===== src/rtl/seg7_pkg.sv =====
// Shared seven-segment constants: pattern width, digit glyphs, override patterns
// and segment bit positions for the {a,b,c,d,e,f,g} board ordering.
package seg7_pkg;

  localparam int SEG_WIDTH = 7;

  localparam logic [SEG_WIDTH-1:0] SEG_0 = 7'h77;
  localparam logic [SEG_WIDTH-1:0] SEG_1 = 7'h12;
  localparam logic [SEG_WIDTH-1:0] SEG_2 = 7'h5D;
  localparam logic [SEG_WIDTH-1:0] SEG_3 = 7'h5B;
  localparam logic [SEG_WIDTH-1:0] SEG_4 = 7'h3A;
  localparam logic [SEG_WIDTH-1:0] SEG_5 = 7'h6B;
  localparam logic [SEG_WIDTH-1:0] SEG_6 = 7'h6F;
  localparam logic [SEG_WIDTH-1:0] SEG_7 = 7'h52;
  localparam logic [SEG_WIDTH-1:0] SEG_8 = 7'h7F;
  localparam logic [SEG_WIDTH-1:0] SEG_9 = 7'h7B;

  localparam logic [SEG_WIDTH-1:0] SEG_DASH = 7'h08;
  localparam logic [SEG_WIDTH-1:0] SEG_ALL  = 7'h7F;
  localparam logic [SEG_WIDTH-1:0] SEG_OFF  = 7'h00;

  // a=top, b=upper-left, c=upper-right, d=middle, e=lower-left, f=lower-right, g=bottom
  typedef enum logic [2:0] {
    SEG_G = 3'd0,
    SEG_F = 3'd1,
    SEG_E = 3'd2,
    SEG_D = 3'd3,
    SEG_C = 3'd4,
    SEG_B = 3'd5,
    SEG_A = 3'd6
  } seg_idx_e;

endpackage


===== src/rtl/bcd_seg_lut.sv =====
// Combinational BCD digit to segment-pattern lookup; codes 10-15 map to a dash
// and raise invalid.
module bcd_seg_lut
  import seg7_pkg::*;
(
  input  logic [3:0]           bcd,
  output logic [SEG_WIDTH-1:0] pattern,
  output logic                 invalid
);

  always_comb begin
    pattern = SEG_DASH;
    invalid = 1'b0;
    case (bcd)
      4'd0:    pattern = SEG_0;
      4'd1:    pattern = SEG_1;
      4'd2:    pattern = SEG_2;
      4'd3:    pattern = SEG_3;
      4'd4:    pattern = SEG_4;
      4'd5:    pattern = SEG_5;
      4'd6:    pattern = SEG_6;
      4'd7:    pattern = SEG_7;
      4'd8:    pattern = SEG_8;
      4'd9:    pattern = SEG_9;
      default: begin
        pattern = SEG_DASH;
        invalid = 1'b1;
      end
    endcase
  end

endmodule


===== src/rtl/bcd_seven_seg_decoder.sv =====
// Registered BCD-to-seven-segment decoder with held digit, lamp-test and
// blanking overrides, and a registered invalid-code flag.
module bcd_seven_seg_decoder
  import seg7_pkg::*;
(
  input  logic                 clk,
  input  logic                 rst_n,
  input  logic [3:0]           bcd,
  input  logic                 load,
  input  logic                 lamp_test,
  input  logic                 blank,
  output logic [SEG_WIDTH-1:0] seg,
  output logic                 err
);

  logic [3:0]           digit_p0;
  logic [3:0]           eff_digit;
  logic [SEG_WIDTH-1:0] pattern;
  logic                 invalid;
  logic [SEG_WIDTH-1:0] seg_p1;
  logic                 err_p1;

  // Loading bypasses the held register so the new digit shows with one-cycle latency
  assign eff_digit = load ? bcd : digit_p0;

  bcd_seg_lut u_lut (
    .bcd     (eff_digit),
    .pattern (pattern),
    .invalid (invalid)
  );

  // Stage p0 -> p1: held digit capture and override mux into the output registers
  always_ff @(posedge clk) begin
    if (!rst_n) begin
      digit_p0 <= 4'd0;
      seg_p1   <= SEG_OFF;
      err_p1   <= 1'b0;
    end else begin
      if (load)
        digit_p0 <= bcd;
      if (lamp_test)
        seg_p1 <= SEG_ALL;
      else if (blank)
        seg_p1 <= SEG_OFF;
      else
        seg_p1 <= pattern;
      err_p1 <= invalid;
    end
  end

  assign seg = seg_p1;
  assign err = err_p1;

endmodule


===== config.mk =====
export PLATFORM = sky130hd
export DESIGN_NAME = bcd_seven_seg_decoder
export DESIGN_NICKNAME = d
export VERILOG_FILES = /design/src/rtl/seg7_pkg.sv /design/src/rtl/bcd_seg_lut.sv /design/src/rtl/bcd_seven_seg_decoder.sv
export SDC_FILE = /design/constraint.sdc
export NUM_CORES = 1
export LEC_CHECK = 0
export CAP_MARGIN = 20
export CORE_AREA = 3 3 46 48
export DETAILED_ROUTE_END_ITERATION = 7
export DIE_AREA = 0 0 49 51
export PLACE_DENSITY_LB_ADDON = 0.05
export SETUP_SLACK_MARGIN = 0.1
export SYNTH_ARGS = -nofsm -noshare
export SYNTH_HDL_FRONTEND = slang
export SYNTH_SLANG_ARGS = --single-unit

===== constraint.sdc =====
create_clock -name clk -period 2.5 [get_ports clk]
set_input_delay 0.75 -clock clk [delete_from_list [all_inputs] [get_ports clk]]
set_output_delay 0.75 -clock clk [all_outputs]
set_load 0.1 [all_outputs]

==> metrics.sh <==
KIND_OF_LAUNCH_POINT_OF_THE_WORST_SETUP_PATH='input port'
YOSYSSEQAREASHARE_PCT=43.0
CLOCK_INSERTION_DELAY_WORST_SKEW_PS=270
POST_ROUTE_CELLS_DRIVE_ABOVE_1_SHARE_PCT=29.3
YOSYS.CELL_TYPES.COUNT=25
TIMING.SLEW.HEADROOM_PCT=77.8
CRITICAL_PATH.STARTPOINT='load'
GRTUSAGETOTAL_PCT=10.8
ROUTE.VIAS.TOTAL=457
FINALCLOCKSKEW_PS=7.59
STATIC-LEAKAGE-POWER_nW=0.320
HOLDBUFCOUNTCTS=0
PLACEDINSTANCEAREA_SQ_UM=747
DPL.HPWL_UM=881
FIN_SETUP_TNS_PS=0
POWER_mW=0.555
TOTALWIRELENGTH_MM=1.17
GP_CONGESTION=0.655
MAXIMUM_NUMBER_OF_PINS_ON_ONE_NET_BEFORE_GLOBAL_ROUTE_REPAIR=11
WORST_PATH_ARRIVAL_PS=2280
SYN_INST=54
TOP_LIBRARY_CELLS_BY_USAGE_IN_THE_LAYOUT_FILL_AND_TAPS_ASIDE='sky130_fd_sc_hd__dfxtp_1, sky130_fd_sc_hd__buf_4, sky130_fd_sc_hd__clkdlybuf4s50_1'
SETUP-VIOLATIONS-FINAL=0
FIN_CRIT_SHARE_PCT=82.7
R2R_CELLS=4
SETUP.REG_TO_REG.WORST_SLACK_PS=1300
DRT_ITER0_DRC=9
SYNTHESIS_TO_LAYOUT_AREA_GROWTH_PCT=40.0
HTREE_NUM_LEVELS=1
TIMING_WORST_SLEW_PIN_VALUE_PS=323
REQUIRED_PS=2710
DIEWIDTH_UM=49
FIN_AREA_SQ_UM=783
GLOBALROUTEOVERFLOWTOTAL=0
FINAL.FILL_COUNT=186
WORSTREG2REGSTART='digit_p0[1]'
YS_WARN_COUNT=0
POWER.DENSITY_CELL_AREA_nW_PER_UM2=709
AVGVIACOUNTPERCELL=4.57
SLEW_VIOLATIONS=0
DIE-HEIGHT_UM=51
DRT_FIRST_PASS_ITERS=4
GRT_ANTENNA_BEFORE_REPAIR=0
IO-PIN-COUNT=17
YOSYS_REGISTER_BITS=12
NUM_ANTENNA_CELLS=0
FINAL_PERIOD_MINUS_WORST_SETUP_SLACK_PS=2070
CLOCK_INPUT_TRANSITION_AT_THE_SEQUENTIAL_CELLS_OF_THE_WORST_SETUP_AND_HOLD_PATHS_PS=80
CP_MAX_FO=7
DETAIL-ROUTE-ANTENNA-NETS=0
SYNTH.AVG_CELL_AREA_SQ_UM=10.4
NUM-NETS-FINAL=85
SYNTH.CELL_AREA_SQ_UM=559
IR_WORST_VDD_mV=0.381
WL_PER_CELL_UM=11.7
ROWS=15
MAPPEDNETLISTNETS=63
DIEAREA_SQ_UM=2500
FLOORPLAN.INITIALDENSITY_PCT=32.0
MAXCAPVIOLCOUNT=0
HOLD_PATH.CLASS='register to register'
DETAIL_ROUTE.DRC_VIOLATIONS=0
CORE_SQ_UM=1750
R2R_END='seg[0]'
NUMPORTBUFFERS=16
GRT_FIRST_PASS_WIRELENGTH_MM=2.00
END_POINT_OF_THE_CRITICAL_PATH='seg[0]'
POST_CTS.REPAIR.SETUP_BUFFERS=0
COMMONEST_NON_FILL_NON_TAP_CELL_IN_THE_LAYOUT='sky130_fd_sc_hd__dfxtp_1'
GRT_SETUP_UNREPAIRED='no'
CTS_BUFFER_DEPTH=2
TRITONCTS='built'
NUMBER_OF_ENDPOINTS_WITH_NEGATIVE_HOLD_SLACK_IN_THE_FINAL_REPORT=0
STATUS='completed'
NUMBER_OF_GLOBAL_ROUTE_VIAS_BEFORE_REPAIR=447
CTS_MADE_BUFFERS=3
CLOCK-ROOT-BUFFER='sky130_fd_sc_hd__clkbuf_4'
CTS_SINKS=12
WORSTSETUPPATHTYPE='input port to register'
CRIT_PATH_CAPTURE_TYPE='register'
MAX_CLOCK_FREQ_MHz=484
POST_CTS_RESIZE_COUNT=0
## routing by layer
metal | wire length, um | track usage (%)
met2 | 514 | 15.8
met1 | 555 | 13.8
met3 | 87 | 4.08
met5 | 0 | 0
met4 | 8 | 5.69
## worst max-delay path, stage by stage
cell	delay [ps]
sky130_fd_sc_hd__clkdlybuf4s50_1	500
sky130_fd_sc_hd__buf_12	140
sky130_fd_sc_hd__mux2i_4	310
sky130_fd_sc_hd__o21ai_0	140
sky130_fd_sc_hd__a211o_1	300
sky130_fd_sc_hd__o21ai_1	130
## cells by family (layout without fill, tap and decap cells)
family	Yosys count	in the layout	synth area share (%)
AND/OR/NAND/NOR	15	15	15.0
buffers and inverters	2	23	3.36
AO/OA/AOI/OAI	17	17	18.8
XOR/XNOR	1	1	1.57
multiplexers	7	7	18.3
flip-flops	12	12	43.0
## registers in the layout, indices dropped and copies added (netlist names)
| signal | cells |
|---|---|
| digit_p0 | 4 |
| err | 1 |
| seg | 7 |
## report_power, final
group / leakage (nW) / switching, mW / internal [mW]
registers: 0.100 / 0.00551 / 0.206
logic: 0.199 / 0.130 / 0.0609
clock network: 0.0210 / 0.0637 / 0.0885
total: 0.320 / 0.199 / 0.356
## Yosys cell counts
cell type / count / area (sq um)
sky130_fd_sc_hd__nor2_2: 1 / 6.26
sky130_fd_sc_hd__buf_6: 1 / 11.3
sky130_fd_sc_hd__a211o_1: 1 / 8.76
sky130_fd_sc_hd__o21a_1: 1 / 7.51
sky130_fd_sc_hd__nand2b_1: 1 / 6.26
sky130_fd_sc_hd__mux2i_4: 2 / 45.0
sky130_fd_sc_hd__o21ai_0: 3 / 15.0
sky130_fd_sc_hd__a2bb2oi_1: 1 / 8.76
sky130_fd_sc_hd__a21oi_1: 3 / 15.0
sky130_fd_sc_hd__and2_1: 3 / 18.8
sky130_fd_sc_hd__a22oi_1: 2 / 15.0
sky130_fd_sc_hd__dfxtp_1: 12 / 240
sky130_fd_sc_hd__o31ai_1: 2 / 15.0
sky130_fd_sc_hd__nor3_1: 1 / 5.00
sky130_fd_sc_hd__nand2_1: 4 / 15.0
sky130_fd_sc_hd__xnor2_1: 1 / 8.76
sky130_fd_sc_hd__mux2_2: 2 / 22.5
sky130_fd_sc_hd__nor2_1: 1 / 3.75
sky130_fd_sc_hd__nor2b_1: 2 / 12.5
sky130_fd_sc_hd__o21ai_1: 4 / 20.0
sky130_fd_sc_hd__buf_4: 1 / 7.51
sky130_fd_sc_hd__mux2i_1: 2 / 20.0
sky130_fd_sc_hd__nand3_1: 1 / 5.00
sky130_fd_sc_hd__nor2_4: 1 / 11.3
sky130_fd_sc_hd__mux2_4: 1 / 15.0
## metrics by stage
stage | instances | hold WS (ps) | setup slack, ps | utilization, %
floorplan | 54 | 629 | 757 | -
global placement | 96 | 666 | 138 | 42.8
detailed placement | 96 | 665 | 145 | 42.8
CTS | 100 | 681 | 435 | 44.9
global route | 100 | 728 | 346 | 44.9
finish | 100 | 674 | 432 | 44.9
## how the worst min path moves through the flow
| stage | start | to | slack (ps) | cells after the start |
|---|---|---|---|---|
| 6_report | digit_p0[2] | digit_p0[2] | 670 | 2 |
| 4_1_cts | digit_p0[2] | digit_p0[2] | 680 | 2 |
| 5_1_grt | digit_p0[2] | digit_p0[2] | 730 | 2 |
| 3_5_place_dp | digit_p0[2] | digit_p0[2] | 660 | 2 |
| 2_1_floorplan | digit_p0[2] | digit_p0[2] | 630 | 2 |
| 3_3_place_gp | digit_p0[2] | digit_p0[2] | 670 | 2 |
## layout make-up
cell class | instances | area [sq um] | share of cell area, %
clock buffer | 4 | 36.3 | 4.63
multi-input combinational | 40 | 300 | 38.3
sequential | 12 | 240 | 30.7
tap | 25 | 31.3 | 3.99
timing repair buffer | 19 | 175 | 22.4
(Power assumes the default switching activity.)
==> RTL change (config.mk and constraints unchanged) <==
`SEG_WIDTH`: 7 -> 14.
--- a/src/rtl/seg7_pkg.sv
+++ b/src/rtl/seg7_pkg.sv
@@ -3,5 +3,5 @@
 package seg7_pkg;
 
-  localparam int SEG_WIDTH = 7;
+  localparam int SEG_WIDTH = 14;
 
   localparam logic [SEG_WIDTH-1:0] SEG_0 = 7'h77;
Interface: changed (resized seg); port bits go from 17 to 24. No check against the original RTL was run, so the function may have changed too.
==> RTL change against the original RTL <==
  * Worst setup slack better by 0.019 ns
  * Combinational power is 24% higher
  * First-iteration DRC count is 33% lower
  * Non-clock buffer count stayed put
  * Power is 8.5% higher
  * Critical path depth is 1 higher
  * Largest power group is now combinational logic
  * Wire length is 3.3% lower
  * Synthesized cell count is 15% higher
  * Cell area is 3.4% higher
  * Sequential cell count stayed put
  * Sequential share of layout area is 1.0 points lower
  * Area after synthesis is 10% higher
==> RTL change: results (changes against the original RTL) <==
register area share after synthesis 39.02% (was 42.95%); routing usage on met1 11.35% (was 13.77%); mean routed wirelength per cell 10.52 um (was 11.65 um); Largest register FFs 7 (unchanged); status finished, final reports clean (unchanged); dpl hpwl 853.2 um (was 881 um); final cell count without fillers 107 (was 100); first-pass GRT wire length 1.814 mm (was 2.001 mm); Leak 0.3429 nW (was 0.3203 nW); Nets 92 (was 85); ratio of cells with drive above 1 in the final layout 26.83% (was 29.33%); peak supply drop 0.0003373 V (was 0.0003813 V); commonest cells in the netlist dfxtp_1, buf_4, nand2_1, o21ai_1 (was dfxtp_1, nand2_1, o21ai_1); Placed Cells 103 (was 96); Crit Path Max Fanout 10 (was 7); GPL Wtd Cong 0.7119 (was 0.6547); Worst Clk Skew 0.002553 ns (was 0.007595 ns); vias in the first global route 437 (was 447); 1st-iter DRT viols 6 (was 9); YS warnings 0 (unchanged); Mapped Cells 62 (was 54); Hold WS 0.6873 ns (was 0.6742 ns); via count 490 (was 457); complex-gate fraction of the synthesized area 17.07% (was 18.79%); Synth Area in XOR/XNOR 1.423% (was 1.566%); mux cell area share after synthesis 16.67% (was 18.34%); Distinct cells, synth 26 (was 25); Worst R2R Setup Slack 1.32 ns (was 1.30 ns)
==> RTL change: changes by cell type in the layout (fill, tap and decap cells not counted) <==
| cell | change |
|---|---|
| conb_1 | +7 |
==> RTL change: kinds of logic after synthesis <==
family          count (synthesis)
other cells                     1
compound gates                 17
simple gates                   15
flops                          12
mux                             7
xor+xnor                        1
buf+inv                         9
==> RTL change: layer usage <==
metal  routed length (um)  part of all wire [%]
met5                    0                     0
met3                   98                   8.7
met2                  461                    41
met4                   14                   1.2
met1                  551                    49
==> RTL change: how the worst max path moves through the flow <==
stage	slack [ns]	startpoint	endpoint	cells past startpoint
floorplan	0.76	load	seg[0]	5
global placement	0.16	load	seg[0]	6
detailed placement	0.14	load	seg[0]	7
CTS	0.43	load	seg[0]	7
global route	0.32	load	seg[0]	7
finish	0.45	load	seg[0]	7
==> RTL change: critical path: stages <==
cell and delay, ns:
clkdlybuf4s50_1 0.50, buf_12 0.14, mux2i_1 0.23, buf_4 0.21
nor2_2 0.05, a211o_1 0.26, o21ai_1 0.12
==> RTL change: per-stage QoR <==
stage          cell area (um^2)  setup slack (ns)
2_1_floorplan             638.1            0.7569
3_3_place_gp              773.2            0.1566
3_5_place_dp              773.2            0.1438
4_1_cts                   809.5            0.4307
5_1_grt                   809.5            0.3174
6_report                  809.5            0.4511
==> RTL change: cell type report <==
cell class                      instances  area, um^2  share of cell area (%)
Timing Repair Buffer                   19       175.2                   21.64
Tap cell                               25       31.28                   3.864
Sequential cell                        12       240.2                   29.68
Clock buffer                            4       36.28                   4.482
Multi-Input combinational cell         47       326.6                   40.34
==> RTL change: power by group <==
part | switching (mW) | internal (mW)
combinational | 0.175 | 0.0609
sequential | 0.00503 | 0.206
clock | 0.0665 | 0.0887
total | 0.246 | 0.356
